### src/rtl/rms_sqrt_backend.sv
// RMS back-end: restoring divide of sum-of-squares by count, digit-by-digit integer sqrt,
// result queued in a DEPTH-entry FIFO with a registered read port.
module rms_sqrt_backend #(
  parameter int INPUT       = 32,
  parameter int COUNTERBITS = 8,
  parameter int OUTPUT      = 32,
  parameter int DEPTH       = 16
) (
  input  logic                              clk,
  input  logic                              rst,
  input  logic                              valid_in,
  input  logic [2*INPUT+COUNTERBITS-1:0]    numerator_in,
  input  logic [COUNTERBITS-1:0]            denominator_in,
  input  logic                              read,
  output logic [OUTPUT-1:0]                 dataout,
  output logic                              empty,
  output logic                              full,
  output logic                              busy
);

  localparam int NW = 2*INPUT + COUNTERBITS;
  localparam int QW = 2*OUTPUT;
  localparam int AW = $clog2(DEPTH);
  localparam int CW = $clog2(((NW > OUTPUT) ? NW : OUTPUT) + 1);

  typedef enum logic [2:0] {S_IDLE, S_DIV, S_SQLD, S_SQRT, S_WR} state_t;

  state_t                 state;
  logic [CW-1:0]          cnt;
  logic [NW-1:0]          div_q;
  logic [COUNTERBITS-1:0] div_r;
  logic [COUNTERBITS-1:0] den_r;
  logic                   quotient_valid;
  logic [QW-1:0]          sq_rad;
  logic [OUTPUT-1:0]      sq_root;
  logic [OUTPUT-1:0]      sq_rem;
  logic                   root_valid;

  logic [COUNTERBITS:0]   div_sh;
  logic                   div_ge;
  logic [OUTPUT+1:0]      sq_sh;
  logic [OUTPUT+1:0]      sq_trial;
  logic                   sq_ge;

  assign div_sh   = {div_r, div_q[NW-1]};
  assign div_ge   = (div_sh >= {1'b0, den_r});
  // Partial remainder stays below 2*root, so OUTPUT bits suffice until the final step.
  assign sq_sh    = {sq_rem, sq_rad[QW-1:QW-2]};
  assign sq_trial = {sq_root, 2'b01};
  assign sq_ge    = (sq_sh >= sq_trial);

  always_ff @(posedge clk) begin
    if (rst) begin
      state          <= S_IDLE;
      cnt            <= '0;
      div_q          <= '0;
      div_r          <= '0;
      den_r          <= '0;
      quotient_valid <= 1'b0;
      sq_rad         <= '0;
      sq_root        <= '0;
      sq_rem         <= '0;
      root_valid     <= 1'b0;
      busy           <= 1'b0;
    end else begin
      case (state)
        S_IDLE: begin
          if (valid_in) begin
            div_q <= numerator_in;
            div_r <= '0;
            den_r <= denominator_in;
            cnt   <= '0;
            busy  <= 1'b1;
            state <= S_DIV;
          end
        end
        S_DIV: begin
          div_q <= {div_q[NW-2:0], div_ge};
          div_r <= div_ge ? COUNTERBITS'(div_sh - {1'b0, den_r}) : div_sh[COUNTERBITS-1:0];
          cnt   <= cnt + 1'b1;
          if (cnt == CW'(NW-1)) begin
            quotient_valid <= 1'b1;
            state          <= S_SQLD;
          end
        end
        S_SQLD: begin
          quotient_valid <= 1'b0;
          if (quotient_valid) begin
            // Zero divisor yields 0; a quotient wider than QW saturates.
            if (den_r == '0)             sq_rad <= '0;
            else if (|div_q[NW-1:QW])    sq_rad <= '1;
            else                         sq_rad <= div_q[QW-1:0];
            sq_root <= '0;
            sq_rem  <= '0;
            cnt     <= '0;
            state   <= S_SQRT;
          end
        end
        S_SQRT: begin
          sq_rad  <= {sq_rad[QW-3:0], 2'b00};
          sq_root <= {sq_root[OUTPUT-2:0], sq_ge};
          sq_rem  <= sq_ge ? OUTPUT'(sq_sh - sq_trial) : sq_sh[OUTPUT-1:0];
          cnt     <= cnt + 1'b1;
          if (cnt == CW'(OUTPUT-1)) begin
            root_valid <= 1'b1;
            state      <= S_WR;
          end
        end
        S_WR: begin
          root_valid <= 1'b0;
          busy       <= 1'b0;
          state      <= S_IDLE;
        end
        default: state <= S_IDLE;
      endcase
    end
  end

  logic [OUTPUT-1:0] mem [DEPTH];
  logic [AW:0]       wptr;
  logic [AW:0]       rptr;
  logic              do_wr;
  logic              do_rd;

  assign empty = (wptr == rptr);
  assign full  = (wptr[AW] != rptr[AW]) && (wptr[AW-1:0] == rptr[AW-1:0]);
  // A write arriving while full is dropped even if a read frees a slot this cycle.
  assign do_wr = root_valid && !full;
  assign do_rd = read && !empty;

  always_ff @(posedge clk) begin
    if (do_wr) mem[wptr[AW-1:0]] <= sq_root;
  end

  always_ff @(posedge clk) begin
    if (rst) begin
      wptr    <= '0;
      rptr    <= '0;
      dataout <= '0;
    end else begin
      if (do_wr) wptr <= wptr + 1'b1;
      if (do_rd) begin
        rptr    <= rptr + 1'b1;
        dataout <= mem[rptr[AW-1:0]];
      end
    end
  end

endmodule

### config.mk
export PLATFORM = sky130hd
export DESIGN_NAME = rms_sqrt_backend
export DESIGN_NICKNAME = d
export VERILOG_FILES = /design/src/rtl/rms_sqrt_backend.sv
export SDC_FILE = /design/constraint.sdc
export NUM_CORES = 1
export LEC_CHECK = 0
export ABC_AREA = 1
export CAP_MARGIN = 10
export CORE_AREA = 5 5 316 318
export CTS_CLUSTER_SIZE = 12
export DETAILED_ROUTE_END_ITERATION = 6
export DIE_AREA = 0 0 321 323
export DONT_BUFFER_PORTS = 1
export GPL_TIMING_DRIVEN = 1
export REMOVE_ABC_BUFFERS = 1
export SLEW_MARGIN = 15
export SYNTH_ARGS = -nofsm -noshare
export SYNTH_HDL_FRONTEND = slang
export SYNTH_SLANG_ARGS = --single-unit
### constraint.sdc
create_clock -name clk -period 2.9 [get_ports clk]
set_clock_uncertainty 0.2 [all_clocks]
set_input_delay 0.87 -clock clk [delete_from_list [all_inputs] [get_ports clk]]
set_output_delay 0.87 -clock clk [all_outputs]
set_load 0.02 [all_outputs]
# Yosys cells after proc, flatten, opt, wreduce, memory -nomap -nowiden

Memory sizes are Yosys's and may differ from the RTL's. A register that Yosys moved wholly into a read port is not among the register bits.
Index checks and enable logic that the tools add are counted.

Bits in registers: 239
Bits in latches: 0
RAM bits: 512
Bits in read-only memories: 0
Input port bits: 84
Output and inout bits: 35
Logic and storage cells: 86
Memories: 1

Memory list:

| name | depth | bits a word | rd ports | clocked after Yosys merged registers in | wr ports | RTL line | text |
|---|---|---|---|---|---|---|---|
| mem  | 16    | 32          | 1        | 1                                       | 1        | 119      | `logic [OUTPUT-1:0] mem [DEPTH];` |

Add/subtract/negate cells: 5
Multiply operators: 0
Div/mod/pow operators: 0
Order comparisons: 2
Equality and inequality tests: 13
Shifts and indexed selects: 0
Muxes and demuxes: 29
Bitwise logic cells: 0
Reduce and logical (&&, ||, !) cells: 23

Operator list:

| operator              | number |
|---|---|
| $mux W64              | 3 |
| $pmux W72 S2          | 1 |
| $pmux W32 S2          | 2 |
| $pmux W64 S2          | 1 |
| $mux W72              | 1 |
| $mux W32              | 2 |
| $ge A34 B34 Y1        | 1 |
| $sub A32 B32 Y32      | 1 |
| $pmux W7 S3           | 1 |
| $mux W8               | 2 |
| $pmux W8 S2           | 1 |
| $mux W7               | 2 |
| $mux W3               | 4 |
| $pmux W3 S4           | 1 |
| $reduce_and A2 Y1     | 6 |
| $add A5 B1 Y5 const B | 2 |
| $reduce_bool A2 Y1    | 5 |
| $ge A9 B8 Y1          | 1 |
| $logic_not A8 Y1      | 1 |
| $ne A2 B2 Y1 const B  | 4 |
| $reduce_or A8 Y1      | 1 |
| $sub A8 B8 Y8         | 1 |
| $add A7 B1 Y7 const B | 1 |
| $eq A7 B5 Y1 const B  | 1 |
| 16 further kinds      | 26 |

# Longest topological paths before layout

Gate-level depths: netlist of run 1.

Word-level depth: 6
Gate-level depth with buffers: 17
Depth with buffers taken out: 16

# Worst setup path before layout of run 1

OpenSTA, ideal clock, no wires.

Path kind: register to register
Start: register rptr[0]
End: memory mem[11][0], enable pin
Library setup time: 0.421 ns
Arrival time: 2.519 ns
Required time: 2.279 ns
Path slack: -0.240 ns
Cell stages (with the launch flop): 9
Path buffers: 1
Clock period less this slack: 3.140 ns
Cells stage by stage: dfxtp_1 > buf_4 > xor2_1 > a21oi_2 > nand3_2 > nand2_2 > inv_2 > nand3_1 > nor2_1

Longest elaborated chain between the ends: 6

RTL lines:

| item                          | RTL line | text |
|---|---|---|
| from (decl)                   | 121      | `logic [AW:0] rptr;` |
| from (signal assigned)        | 143      | `rptr <= rptr + 1'b1;` |
| $eq A4 B4 Y1                  | 126      | `assign full = (wptr[AW] != rptr[AW]) && (wptr[AW-1:0] == rptr[AW-1:0]);` |
| $logic_and A1 B1 Y1           | 126      |  |
| $logic_not A1 Y1              | 128      | `assign do_wr = root_valid && !full;` |
| $logic_and A1 B1 Y1           | 128      |  |
| $mux W1                       | 132      | `if (do_wr) mem[wptr[AW-1:0]] <= sq_root;` |
| $mux W1 (implied by the code) | 132      |  |
| to (decl)                     | 119      |  |

Every way passes these cells.

# Final worst setup path of run 1

Start: register wptr[2]
End: output full

Longest elaborated chain between the ends: 2

RTL lines:

| item                   | RTL line | text |
|---|---|---|
| from (decl)            | 120      | `logic [AW:0] wptr;` |
| from (signal assigned) | 141      | `if (do_wr) wptr <= wptr + 1'b1;` |
| $eq A4 B4 Y1           | 126      |  |
| $logic_and A1 B1 Y1    | 126      |  |
| to (decl)              | 17       | `output logic full,` |

Every way passes these cells.

==> flow_summary.yaml, run 1 <==
outcome:
  outcome: "finished, final reports clean"
sta:
  hold_viol_final: 0
  setup_viol: 0
  period_minus_slack_ps: 2820
  relSlewSlack_pct: 25.0
  slew_violations: 0
  min_period_over_period_pct: 97.4
  tns_ps: 0
  tightestPinTransition_ps: 1120
  rsz0062_at_grt: "yes"
  max_freq_ghz: 0.354
  hold-worst-slack_ps: 87.6
cts:
  cts_inserted_buffers: 84
  cts-root-buf: "clkbuf_16"
  tritoncts: "yes"
  clkTransAtPathRegs_ps: 60
  htreeDepth: 3
  clock_path_buffers: 3
  cts_sinks: 783
  worstSkewPairLatency_ps: 670
placed_design:
  place_area_um2: 35600
  port-buffer-count: 0
  dp_hpwl_mm: 53.6
  gp_congestion: 0.875
setup_path:
  cp_data_arrival_time_ps: 1750
  critical_path_class: "reg2out"
  crit_path_end_kind: "primary output"
  crit_path_top_delay_cell: "dfxtp_2"
  max_stage_delay_ps: 360
  cp_max_fo: 5
  path_buf_inv: 1
  crit_chain: "xor2_2, nor3_2, nand3_2, clkinvlp_4"
  startpoint_type: "flop"
  cpLargestDelayFamily: "simple AND/OR/NAND/NOR gates"
  crit_required_ps: 1830
run:
  maxCapViolations: 0
synth:
  synth_cell_types: 49
  yosysMostFrequentCell: "nand2_1"
  synth_area_leader_cell: "edfxtp_1"
  ys_seq_elements: 783
  synth_edf_count: 512
  synthFlopType: "edfxtp_1"
  avgSynthCellArea_um2: 9.75
  ys_warn_count: 0
  yosysSeqAreaShare_pct: 61.9
  synth_top_area_share_pct: 45.7
  netlist_instances: 3447
  netlist_top_cells_area: "edfxtp_1, dfxtp_1, nand2_1, o21ai_0, nor2_1"
  ys_async_sr_fraction_pct: 0
  synth_area_um2: 33600
  synth_commonest_cells: "nand2_1, edfxtp_1, o21ai_0, nor2_1, dfxtp_1"
route:
  wl_mm: 90.2
  dr_total_vias: 24772
  dr.pass1.iters: 5
  postRouteAntennaNets: 0
  viasPerCell: 5.18
  drt-initial-drc-count: 2277
  drc: 0
  routedWlPerCell_um: 18.9
global_route:
  antenna_found_initial: 1
  grt-ovfl-total: 0
  grtUsageTotal_pct: 16.8
  grt_pass1_wl_mm: 139
  grt_pass1_vias: 23856
  grt_max_degree: 216
floorplan:
  die_x_um: 321
  dieArea_um2: 104000
  core_area_um2: 96300
  num_rows: 114
  die_y_um: 323
  start_util_pct: 34.9
  num_io_pins: 119
pwr:
  powerDensity_nw_per_um2: 1150
  vdd_ir_drop_max_uv: 3120
  p_leak_nw: 13.5
cells_and_area:
  n_antenna_cell: 0
  drive_gt1_share_pct: 9.03
  syn_to_final_growth_pct: 14.2
  final_area_um2: 38400
  fin_nets: 3572
min_path:
  hp-class: "in2reg"
[layer usage]
layer  wire [um]  part of all wire [%]  GRT usage (%)
met1       40100                    44           22.9
met2       42600                    47           28.1
met3        5570                   6.2           2.99
met4        2030                   2.2           4.32
met5           0                     0              0
[power breakdown]
group	internal (mW)	switching [mW]	total (mW)
Combinational	6.87	14.1	20.9
Sequential	12.4	0.583	13.0
Clock	5.90	4.53	10.4
Total	25.2	19.2	44.3
[worst paths after layout]
kind / endpoint / cells past startpoint / slack, ps / from
worst min-delay path: div_q[4]$_SDFFE_PP0P_ / 1 / 90 / rst
worst min register to register: sq_rad[1]$_SDFFE_PP0P_ / 2 / 260 / sq_rad[1]$_SDFFE_PP0P_
worst max register to register: sq_rem[23]$_SDFFE_PP0P_ / 13 / 260 / sq_root[23]$_SDFFE_PP0P_
worst max-delay path: full / 4 / 80 / wptr[2]$_SDFFE_PP0P_
[worst reg2reg max path: cells and delay by family, from the launching register on]
family,cells,cell delay (ps)
and+or+nand+nor,7,810
buffers and inverters,3,520
adders and majority gates,1,370
DFF,1,330
AOI/OAI and AO/OA,2,280
[cell families after synthesis]
family                     Yosys count  share of synthesized area [%]
and+or+nand+nor                   1308                           15.8
DFF                                783                           61.9
xor gates and xnor gates            23                          0.599
AOI/OAI and AO/OA                  846                           14.5
adders and majority gates           49                           1.85
buffers and inverters              438                           5.29
[cells in the final DEF (no fill, tap or decap), types with 34 or more instances in the layout]
cell type  netlist  layout
o221ai_1        39      39
nor2_1         346     328
o22ai_1         81      81
inv_1          214     207
edfxtp_1       512     512
o211ai_1        40      40
ha_1            48      48
nand3_1         86      86
o21ai_0        355     355
dfxtp_1        271     264
a31oi_1        135     135
a21oi_1        142     142
clkbuf_16        0      84
nand2_1        777     777
clkbuf_1       139      34
buf_4            4      88
[flip-flops by register name, summed over array words and instances (netlist names), 5 cells and up]
signal   count
sq_root     32
cnt          7
rptr         5
div_r        8
wptr         5
den_r        8
sq_rem      32
sq_rad      64
div_q       72
dataout     32
mem        512
[through the flow]
stage	instances	total power [mW]	setup slack [ps]	util (%)
finish	4786	44.3	76.5	39.9
global route	4786	47.1	-48.9	39.9
CTS	4784	43.8	22.0	39.8
detailed placement	4622	30.0	278	37.0
global placement	4622	34.7	285	37.0
floorplan	3237	25.1	-5660	-
[cell type report]
type | count | area [um^2]
Clock buffer | 125 | 2330
Timing Repair Buffer | 116 | 1220
Clock inverter | 32 | 350
Tap cell | 1276 | 1600
Fill cell | 9383 | 57900
Sequential cell | 783 | 20800
Multi-Input combinational cell | 2226 | 11200
Inverter | 228 | 877
[timing repair]
item | 4_1_cts | 5_1_grt
hold buffers | 0 | 0
pin swaps | 3 | 4
setup endpoints to repair | 2 | 2
setup buffers | 5 | 2
gates resized for setup | 6 | 6
endpoints found under the hold margin | 0 | 0
(Power assumes the default switching activity.)
==> run 2: changes to the inputs <==
--- a/config.mk
+++ b/config.mk
@@ -6,11 +6,11 @@
 export NUM_CORES = 1
 export LEC_CHECK = 0
 export ABC_AREA = 1
-export CAP_MARGIN = 10
-export CORE_AREA = 5 5 316 318
+export CAP_MARGIN = 20
+export CORE_AREA = 4 4 315 317
 export CTS_CLUSTER_SIZE = 12
 export DETAILED_ROUTE_END_ITERATION = 6
-export DIE_AREA = 0 0 321 323
+export DIE_AREA = 0 0 319 321
 export DONT_BUFFER_PORTS = 1
 export GPL_TIMING_DRIVEN = 1
 export REMOVE_ABC_BUFFERS = 1
==> run 2 against run 1 <==
Compared with the run above:
- hold slack better by 18 ps
- sequential share of layout area is essentially flat
- maximum frequency up 2.6%
- global-route usage up 0.18 points
- cell count about the same
- flip-flop and latch count stayed put
- first-iteration DRC count fell by 3.2%
- cell area hardly changed
- register-to-register slack hardly changed
- largest power group unchanged
==> flow_summary.yaml, run 2 (synthesis results as in run 1) <==
outcome:
  outcome: "finished, final reports clean"
sta:
  hold_viol_final: 0
  relSlewSlack_pct: 37.7
  max_freq_ghz: 0.363
  tightestPinTransition_ps: 935
  min_period_over_period_pct: 94.9
  setup_ws_ps: 147
  setup_viol: 0
  rsz0062_at_grt: "no"
  period_minus_slack_ps: 2750
  slew_violations: 0
route:
  viasPerCell: 5.21
  dr.pass1.iters: 5
  routedWlPerCell_um: 18.7
  dr_total_vias: 24945
  drc: 0
  postRouteAntennaNets: 0
  drt-initial-drc-count: 2204
  wl_mm: 89.7
setup_path:
  startpoint_type: "flop"
  cp_max_fo: 5
  rr_endpoint: "sq_rem[2]$_SDFFE_PP0P_"
  crit_required_ps: 1830
  cp-endpoint: "empty"
  critical_path_class: "reg2out"
  critPathLaunch: "wptr[2]$_SDFFE_PP0P_"
  rr_startpoint: "sq_root[19]$_SDFFE_PP0P_"
  crit_path_end_kind: "primary output"
  reg2reg_slack_ps: 270
  cp_data_arrival_time_ps: 1680
  r2r_cells: 16
cts:
  cts_inserted_buffers: 83
  clkTransAtPathRegs_ps: 60
  worstSkewPairLatency_ps: 640
  htreeDepth: 3
  clock_path_buffers: 3
  tritoncts: "yes"
  cts-root-buf: "clkbuf_16"
  cts_sinks: 783
floorplan:
  num_rows: 114
  die_y_um: 321
  start_util_pct: 34.9
  die_x_um: 319
  dieArea_um2: 102000
  core_area_um2: 96300
  num_io_pins: 119
placed_design:
  dpl.cell_count: 4637
  dp_hpwl_mm: 52.5
  place_ws_ps: -11.3
  place_area_um2: 35800
  gp_congestion: 0.912
  port-buffer-count: 0
cells_and_area:
  multi_input_area_um2: 11200
  layout_common_cells: "nand2_1, edfxtp_1, o21ai_0"
  layout.cells.non_filler: 4789
  register_area_um2: 20800
  drive_gt1_share_pct: 9.12
  fin_nets: 3581
  final_area_um2: 38400
  fillCellCount: 9351
  largest_register_ffs: 512
  final_common_cell: "nand2_1"
  syn_to_final_growth_pct: 14.2
run:
  maxCapViolations: 0
pwr:
  p_leak_nw: 13.6
  power_mw: 40.5
  vdd_ir_drop_max_uv: 1800
  powerDensity_nw_per_um2: 1050
global_route:
  antenna_found_initial: 2
  grtUsageTotal_pct: 17.0
  grt-ovfl-total: 0
  grt_pass1_vias: 23811
  grt_max_degree: 216
  grt_pass1_wl_mm: 139
min_path:
  hp-class: "in2reg"
==> run 2: worst max-delay path: stages, from the launching register on <==
cell and delay [ps]:
dfxtp_1 350, xor2_1 160, nor3_2 210, nand3_2 180, inv_2 140
==> run 2: worst min-delay path by stage <==
stage / slack [ps] / cells past startpoint / startpoint / end
final: 110 / 1 / rst / div_q[6]$_SDFFE_PP0P_
after global routing: 70 / 1 / rst / div_q[3]$_SDFFE_PP0P_
after CTS: 80 / 1 / rst / div_q[4]$_SDFFE_PP0P_
after detailed placement: 250 / 2 / sq_rad[1]$_SDFFE_PP0P_ / sq_rad[1]$_SDFFE_PP0P_
after global placement: 250 / 2 / cnt[2]$_SDFFE_PP0P_ / cnt[2]$_SDFFE_PP0P_
after floorplan: 230 / 2 / cnt[2]$_SDFFE_PP0P_ / cnt[2]$_SDFFE_PP0P_
==> run 2: where the power goes <==
| group | internal (mW) | total [mW] | switching (mW) |
|---|---|---|---|
| sequential | 12.3 | 12.9 | 0.529 |
| combinational | 5.82 | 17.5 | 11.6 |
| clock | 5.75 | 10.2 | 4.41 |
| total | 23.9 | 40.5 | 16.6 |
==> run 2: per-stage QoR <==
stage	setup TNS (ps)	hold WS [ps]	utilization [%]
after floorplan	-2994900	234	-
after global placement	0	250	37.1
after detailed placement	-11.3	252	37.1
after CTS	0	77.0	39.9
after global routing	0	70.5	39.9
final	0	105	39.9
==> run 2: layout make-up <==
class | count | area share (%)
clock inverter | 24 | 0.629
timing repair buffer | 126 | 3.44
tap | 1276 | 4.16
multi-input combinational | 2226 | 29.2
antenna | 4 | 0.0261
inverter | 228 | 2.26
clock buffer | 122 | 6.13
sequential | 783 | 54.2
==> run 2: routing by layer <==
metal | track usage [%] | share of wire, % | vias to the layer above
met3 | 3.00 | 6.9 | 149
met4 | 4.59 | 2.5 | 0
met5 | 0 | 0 | -
met1 | 23.6 | 44 | 11956
li1 | - | - | 12050
met2 | 27.6 | 46 | 790
==> run 2: timing repair <==
action / 4_1_cts / 5_1_grt
buffers inserted: 2 / 0
gates cloned: 0 / 0
gates resized for setup: 6 / 1
endpoints found under the setup margin: 3 / 2
pin swaps: 3 / 1
hold buffers: 0 / 0
